**src/rtl/vending_machine_multi.sv**
```systemverilog
// Multi-drink vending controller: coin credit, per-drink stock,
// greedy change return paced by a tick counter.
module vending_machine_multi #(
  parameter int N_DRINK = 4,
  parameter int N_COIN = 3,
  parameter int CW = 7,
  parameter logic [N_DRINK*CW-1:0] PRICE_LIST =
    {7'd30, 7'd25, 7'd20, 7'd55},
  parameter logic [N_COIN*CW-1:0] COIN_LIST =
    {7'd50, 7'd10, 7'd5},
  parameter int MAX_CREDIT = 80,
  parameter int STOCK_W = 4,
  parameter int STOCK_INIT = 9,
  parameter int CHANGE_TICKS = 100000000
) (
  input  logic                       clk,
  input  logic                       rst,
  input  logic [N_COIN-1:0]          coin,
  input  logic [N_DRINK-1:0]         pick,
  input  logic                       cancel,
  input  logic                       restock,
  output logic [CW-1:0]              credit,
  output logic [N_DRINK-1:0]         avail,
  output logic [N_DRINK-1:0]         sold_out,
  output logic                       vend_valid,
  output logic [$clog2(N_DRINK)-1:0] vend_id,
  output logic                       change_valid,
  output logic [N_COIN-1:0]          change_coin,
  output logic                       busy
);

  localparam int IDW = $clog2(N_DRINK);
  localparam int TW = $clog2(CHANGE_TICKS + 1);
  localparam int SW = CW + 2;

  typedef enum logic {
    S_INSERT,
    S_CHANGE
  } state_t;

  state_t             r_state;
  logic [CW-1:0]      r_credit;
  logic [STOCK_W-1:0] r_stock [N_DRINK];
  logic [TW-1:0]      r_cnt;
  logic               r_vend_valid;
  logic [IDW-1:0]     r_vend_id;
  logic               r_change_valid;
  logic [N_COIN-1:0]  r_change_coin;

  logic [SW-1:0]      w_coin_sum;
  logic [N_DRINK-1:0] w_buyable;
  logic               w_win;
  logic [IDW-1:0]     w_win_id;
  logic [CW-1:0]      w_win_price;
  logic [SW-1:0]      w_base;
  logic [SW-1:0]      w_raw;
  logic [CW-1:0]      w_ins_credit;
  logic               w_chg_ok;
  logic [N_COIN-1:0]  w_chg_hot;
  logic [CW-1:0]      w_chg_val;
  logic [TW-1:0]      w_cnt_nxt;
  logic               w_fire;

  // Total value of all coins arriving this cycle.
  always_comb begin
    w_coin_sum = '0;
    for (int j = 0; j < N_COIN; j++) begin
      if (coin[j]) begin
        w_coin_sum = w_coin_sum + SW'(COIN_LIST[j*CW +: CW]);
      end
    end
  end

  // Which drinks could be bought with the current credit and stock.
  always_comb begin
    for (int i = 0; i < N_DRINK; i++) begin
      w_buyable[i] = (r_credit >= PRICE_LIST[i*CW +: CW]) &&
                     (r_stock[i] != '0);
    end
  end

  // Lowest-index purchasable pick wins; descending scan keeps it last.
  always_comb begin
    w_win = 1'b0;
    w_win_id = '0;
    for (int i = N_DRINK - 1; i >= 0; i--) begin
      if (pick[i] && w_buyable[i]) begin
        w_win = 1'b1;
        w_win_id = IDW'(i);
      end
    end
  end

  assign w_win_price = PRICE_LIST[w_win_id*CW +: CW];
  assign w_base = w_win ? (SW'(r_credit) - SW'(w_win_price))
                        : SW'(r_credit);
  assign w_raw = w_base + w_coin_sum;
  assign w_ins_credit = (w_raw > SW'(MAX_CREDIT)) ? CW'(MAX_CREDIT)
                                                  : w_raw[CW-1:0];

  // Largest denomination that still fits in the remaining credit.
  always_comb begin
    w_chg_ok = 1'b0;
    w_chg_hot = '0;
    w_chg_val = '0;
    for (int j = 0; j < N_COIN; j++) begin
      if (COIN_LIST[j*CW +: CW] <= r_credit) begin
        w_chg_ok = 1'b1;
        w_chg_hot = '0;
        w_chg_hot[j] = 1'b1;
        w_chg_val = COIN_LIST[j*CW +: CW];
      end
    end
  end

  assign w_cnt_nxt = r_cnt + TW'(1);
  assign w_fire = (w_cnt_nxt == TW'(CHANGE_TICKS));

  // Main FSM: credit, stock, change pacing and registered pulses.
  always_ff @(posedge clk or negedge rst) begin
    if (!rst) begin
      r_state <= S_INSERT;
      r_credit <= '0;
      r_cnt <= '0;
      r_vend_valid <= 1'b0;
      r_vend_id <= '0;
      r_change_valid <= 1'b0;
      r_change_coin <= '0;
      for (int i = 0; i < N_DRINK; i++) begin
        r_stock[i] <= STOCK_W'(STOCK_INIT);
      end
    end else begin
      r_vend_valid <= 1'b0;
      r_change_valid <= 1'b0;
      r_change_coin <= '0;
      case (r_state)
        S_INSERT: begin
          r_cnt <= '0;
          r_credit <= w_ins_credit;
          if (w_win) begin
            r_stock[w_win_id] <= r_stock[w_win_id] - STOCK_W'(1);
            r_vend_valid <= 1'b1;
            r_vend_id <= w_win_id;
            r_state <= S_CHANGE;
          end else if (cancel) begin
            r_state <= S_CHANGE;
          end
        end
        S_CHANGE: begin
          if (r_credit == '0) begin
            r_cnt <= '0;
            r_state <= S_INSERT;
          end else if (w_fire) begin
            r_cnt <= '0;
            if (w_chg_ok) begin
              r_credit <= r_credit - w_chg_val;
              r_change_valid <= 1'b1;
              r_change_coin <= w_chg_hot;
            end else begin
              r_credit <= '0;
              r_state <= S_INSERT;
            end
          end else begin
            r_cnt <= w_cnt_nxt;
          end
        end
        default: r_state <= S_INSERT;
      endcase
      // Restock overrides any same-cycle decrement.
      if (restock) begin
        for (int i = 0; i < N_DRINK; i++) begin
          r_stock[i] <= STOCK_W'(STOCK_INIT);
        end
      end
    end
  end

  // Per-drink availability and empty flags.
  always_comb begin
    for (int i = 0; i < N_DRINK; i++) begin
      avail[i] = (r_state == S_INSERT) && w_buyable[i];
      sold_out[i] = (r_stock[i] == '0);
    end
  end

  assign credit = r_credit;
  assign busy = (r_state == S_CHANGE);
  assign vend_valid = r_vend_valid;
  assign vend_id = r_vend_id;
  assign change_valid = r_change_valid;
  assign change_coin = r_change_coin;

endmodule

```
**config.mk**
```make
export PLATFORM = sky130hd
export DESIGN_NAME = vending_machine_multi
export DESIGN_NICKNAME = d
export VERILOG_FILES = /design/src/rtl/vending_machine_multi.sv
export SDC_FILE = /design/constraint.sdc
export NUM_CORES = 1
export LEC_CHECK = 0
export ABC_CLOCK_PERIOD_IN_PS = 4240
export BUFFER_PORTS_ARGS = -buffer_cell sky130_fd_sc_hd__buf_2
export CORE_MARGIN = 2
export CORE_UTILIZATION = 55
export CTS_CLUSTER_SIZE = 24
export DETAILED_ROUTE_END_ITERATION = 8
export PLACE_DENSITY_LB_ADDON = 0.12
export SYNTH_ARGS = -nofsm -noshare
export SYNTH_HDL_FRONTEND = slang
export SYNTH_SLANG_ARGS = --single-unit
```
**constraint.sdc**
```tcl
create_clock -name clk -period 4.24 [get_ports clk]
set_input_delay 1.06 -clock clk [delete_from_list [all_inputs] [get_ports clk]]
set_output_delay 1.06 -clock clk [all_outputs]
set_load 0.1 [all_outputs]
```
==> results_dict.tcl <==
set metrics [dict create \
    synth_simple_gate_area_share_pct 25.25 \
    max_stage_delay_ns 0.29 \
    worstPathRequired_ns 4.45 \
    leakagePower_nw 2.613 \
    syn_area_um2 4584 \
    instances_no_fill 700 \
    setup_tns_ns -0.05722 \
    synthAdderAreaFrac_pct 8.679 \
    syn_to_final_growth_pct 23.83 \
    final_util_pct 69.79 \
    clk_pin_slew_ns 0.07 \
    dieArea_um2 9081 \
    drtIter0Drc 276 \
    grt_pass1_wl_um 19380 \
    diodes 0 \
    relSlewSlack_pct 53.01 \
    startpoint_type "input port" \
    die_width_um 95.30 \
    layout_commonest_cell "nor2_1" \
    place_inst 680 \
    rsz0062_at_grt "yes" \
    highest_layer "met4" \
    place.gp.congestion 0.9126 \
    avgSynthCellArea_um2 8.954 \
    path_max_fanout 5 \
    htreeDepth 3 \
    placed_area_um2 5233 \
    crit_cells 24 \
    cts.sinks 58 \
    postCtsHoldBufs 0 \
    avgViaCountPerCell 5.900 \
    whs_ns 0.5130 \
    holdPathEnd "vend_id[0]" \
    worst-path-buf-inv 5 \
    ys.flop_type "dfrtp_1" \
    cts_buffers 9 \
    num_io_pins 34 \
    antenna_found_initial 0 \
    cp_slowest_cell "ha_1" \
    cts_max_path_buffers 2 \
    wl_met1_um 5049 \
    setup_violations 4 \
    route.met2.wl_um 5701 \
    p_per_area_nw_per_um2 305.8 \
    grt_remaining_overflow 0 \
    finalHoldViolCount 0 \
    drive_above_1_share_pct 32.61 \
    fmax_mhz 234.1 \
    route.met3.wl_um 402 \
    synth_edf_count 0 \
    vdd.ir_drop.worst_v 0.0002038 \
    drc_errors 0 \
    slew_violations 0 \
    wirelength_um 11430 \
    core_area_um2 8134 \
    hp-start "vend_id[0]" \
    synth_warnings 0 \
    path_class "input port to register" \
    synth_top_family_by_area "simple AND/OR/NAND/NOR gates" \
    r2r_cells 22 \
    synth_cells 512 \
    worstPathCellList "buf_6 > inv_2 > a211oi_2 > buf_4 > a21oi_4 > nor2_4 > inv_2 > ha_4 > inv_4 > ha_4 > a21oi_2 > o21bai_1 > a21oi_2 > nand2b_4 > xor2_1 > a21oi_1 > ha_1 > o21ai_4 > a21oi_4 > a21o_1 > a21o_1 > mux2i_4 > o22ai_1 > mux2_4" \
    portBuffers 33 \
    final_cell_mix "nor2_1 (60), buf_4 (55), dfrtp_1 (46)" \
    seq_area_frac_synth_pct 31.88 \
    synth_xor_area_share_pct 7.260 \
    end_kind "register" \
    min_period_ns 4.272 \
    synth_compound_area_share_pct 15.45 \
    worst_clock_skew_ns 0.01216 \
    grt_start_max_net_pins 32 \
    fin_nets 631 \
    crit_arrival_ns 4.48 \
    hpwl_um 8385 \
    grt_pass1_vias 4153 \
    hold_depth 1 \
    synth_nets 553 \
    hold_class "register to register" \
    fp.dieH_um 95.30 \
    maxCapViolCount 0 \
    synth.distinct_cells 73 \
    grtUsageTotal_pct 26.91 \
    ant_nets 0 \
    synthMuxAreaShare_pct 5.895 \
    start_util_pct 56.36 \
    timing.rr.end "credit[1]" \
    wl_per_cell_um 16.33 \
    drtPass1Iterations 5 \
    synth-async-reset-ratio_pct 100.0 \
    design_area_um2 5677 \
    cts_tree "yes" \
    synth_seq_cells 58 \
    r2r_start "r_stock[9]" \
    crit_family "compound AO/OA/AOI/OAI gates" \
    fin_ws_ns -0.03166 \
    num_vias 4130 \
    insertion_delay_ns 0.33 \
    ff2ff_setup_slack_ns -0.01 \
    outcome "finished, violations left" \
    rows 33 \
    violations "negative setup slack" \
    clockRootBuffer "clkbuf_8" \
    fin_crit_sh_pct 100.7 \
    worst_slew_pin_slew_ns 0.7048 \
]
-- through the flow --
step | setup slack, ns | power, mW
after CTS | -0.03428 | 1.690
after floorplan | -0.7174 | 0.8629
after global routing | -0.2365 | 1.824
final | -0.03166 | 1.736
after detailed placement | -0.5294 | 1.020
after global placement | -0.3953 | 1.008
-- where the power goes --
part,switching (mW),total [mW],internal (mW)
registers,0.00263,0.558,0.555
clock network,0.255,0.651,0.396
logic,0.264,0.527,0.263
total,0.522,1.74,1.21
-- registers in the layout (all words and copies together), names as in the netlist --
name	count
change_valid	1
credit	7
busy	1
vend_valid	1
r_stock	16
change_coin	3
vend_id	2
r_cnt	27
-- final cells by class --
class,count,area (um2)
fill,637,2457
inverter,29,111.4
sequential,58,1466
clock inverter,7,125.1
timing repair buffer,88,584.3
tap,105,131.4
clock buffer,9,123.9
multi-input combinational,404,3134
-- logic make-up (layout without fill, tap and decap cells) --
kind of cell | after synthesis | in the layout
xor gates and xnor gates | 38 | 38
adders and majority gates | 30 | 30
DFF | 58 | 58
muxes | 25 | 25
AOI/OAI and AO/OA | 98 | 98
and+or+nand+nor | 213 | 213
buffers and inverters | 50 | 133
-- per-layer routing --
metal | GRT usage (%) | vias up
met5 | 0 | -
met4 | 9.300 | 0
met3 | 3.557 | 31
met2 | 46.13 | 112
met1 | 34.89 | 1991
li1 | - | 1996
-- synthesized netlist by cell type, types with 2 or more instances --
library cell	count	area, um2
a211oi_1	14	105.1
and3_1	8	50.05
a211oi_2	4	50.05
nor2b_1	7	43.79
or3_1	3	18.77
nand2b_1	5	31.28
a21boi_0	3	22.52
o21ai_0	15	75.07
and3_4	2	22.52
a31oi_1	7	43.79
xnor2_1	16	140.1
buf_2	8	40.04
dfstp_2	8	210.2
a311oi_1	2	17.52
o21bai_1	2	15.01
clkbuf_1	4	15.01
mux2i_1	14	140.1
nand3b_1	2	15.01
nor4_1	4	25.02
nand4_1	11	68.82
a211o_1	5	43.79
fa_1	3	60.06
dfrtp_1	50	1251
o211ai_1	3	22.52
a21oi_1	15	75.07
buf_6	5	56.30
a21o_1	8	60.06
nor3_1	27	135.1
and3_2	5	37.54
o22ai_1	5	31.28
xor2_1	22	192.7
nor4_2	3	37.54
nor3_2	2	20.02
nand2_4	4	45.04
ha_1	27	337.8
and4_1	5	43.79
mux2_2	9	101.4
nand2_1	31	116.4
nor2_1	63	236.5
o21a_1	3	22.52
o211a_1	2	20.02
and2_1	3	18.77
inv_1	29	108.9
nand3_1	15	75.07
-- worst reg2reg max path, stage by stage, from the launching register on --
cell and delay [ns]:
dfrtp_1 0.40, or4_4 0.55, and3_4 0.19, a21oi_4 0.14, nor2_4 0.05, inv_2 0.08
ha_4 0.21, inv_4 0.06, ha_4 0.19, a21oi_2 0.11, o21bai_1 0.09, a21oi_2 0.17
nand2b_4 0.14, xor2_1 0.15, a21oi_1 0.09, ha_1 0.32, o21ai_4 0.11, a21oi_4 0.06
a21o_1 0.20, a21o_1 0.21, mux2i_4 0.19, o22ai_1 0.12, mux2_4 0.29
-- worst max-delay path by stage --
stage          startpoint         to  slack [ns]
4_1_cts           pick[3]  credit[1]       -0.03
2_1_floorplan  r_stock[7]  credit[3]       -0.72
5_1_grt           pick[3]  credit[1]       -0.24
3_5_place_dp      pick[3]  credit[1]       -0.53
3_3_place_gp      pick[3]  credit[6]       -0.40
6_report          pick[3]  credit[1]       -0.03
-- repair_timing --
item	4_1_cts	5_1_grt
resized for setup	15	18
setup endpoints to repair	7	7
buffers inserted	2	2
pin swaps	17	8
No activity file was read; power rests on OpenSTA's default activity.
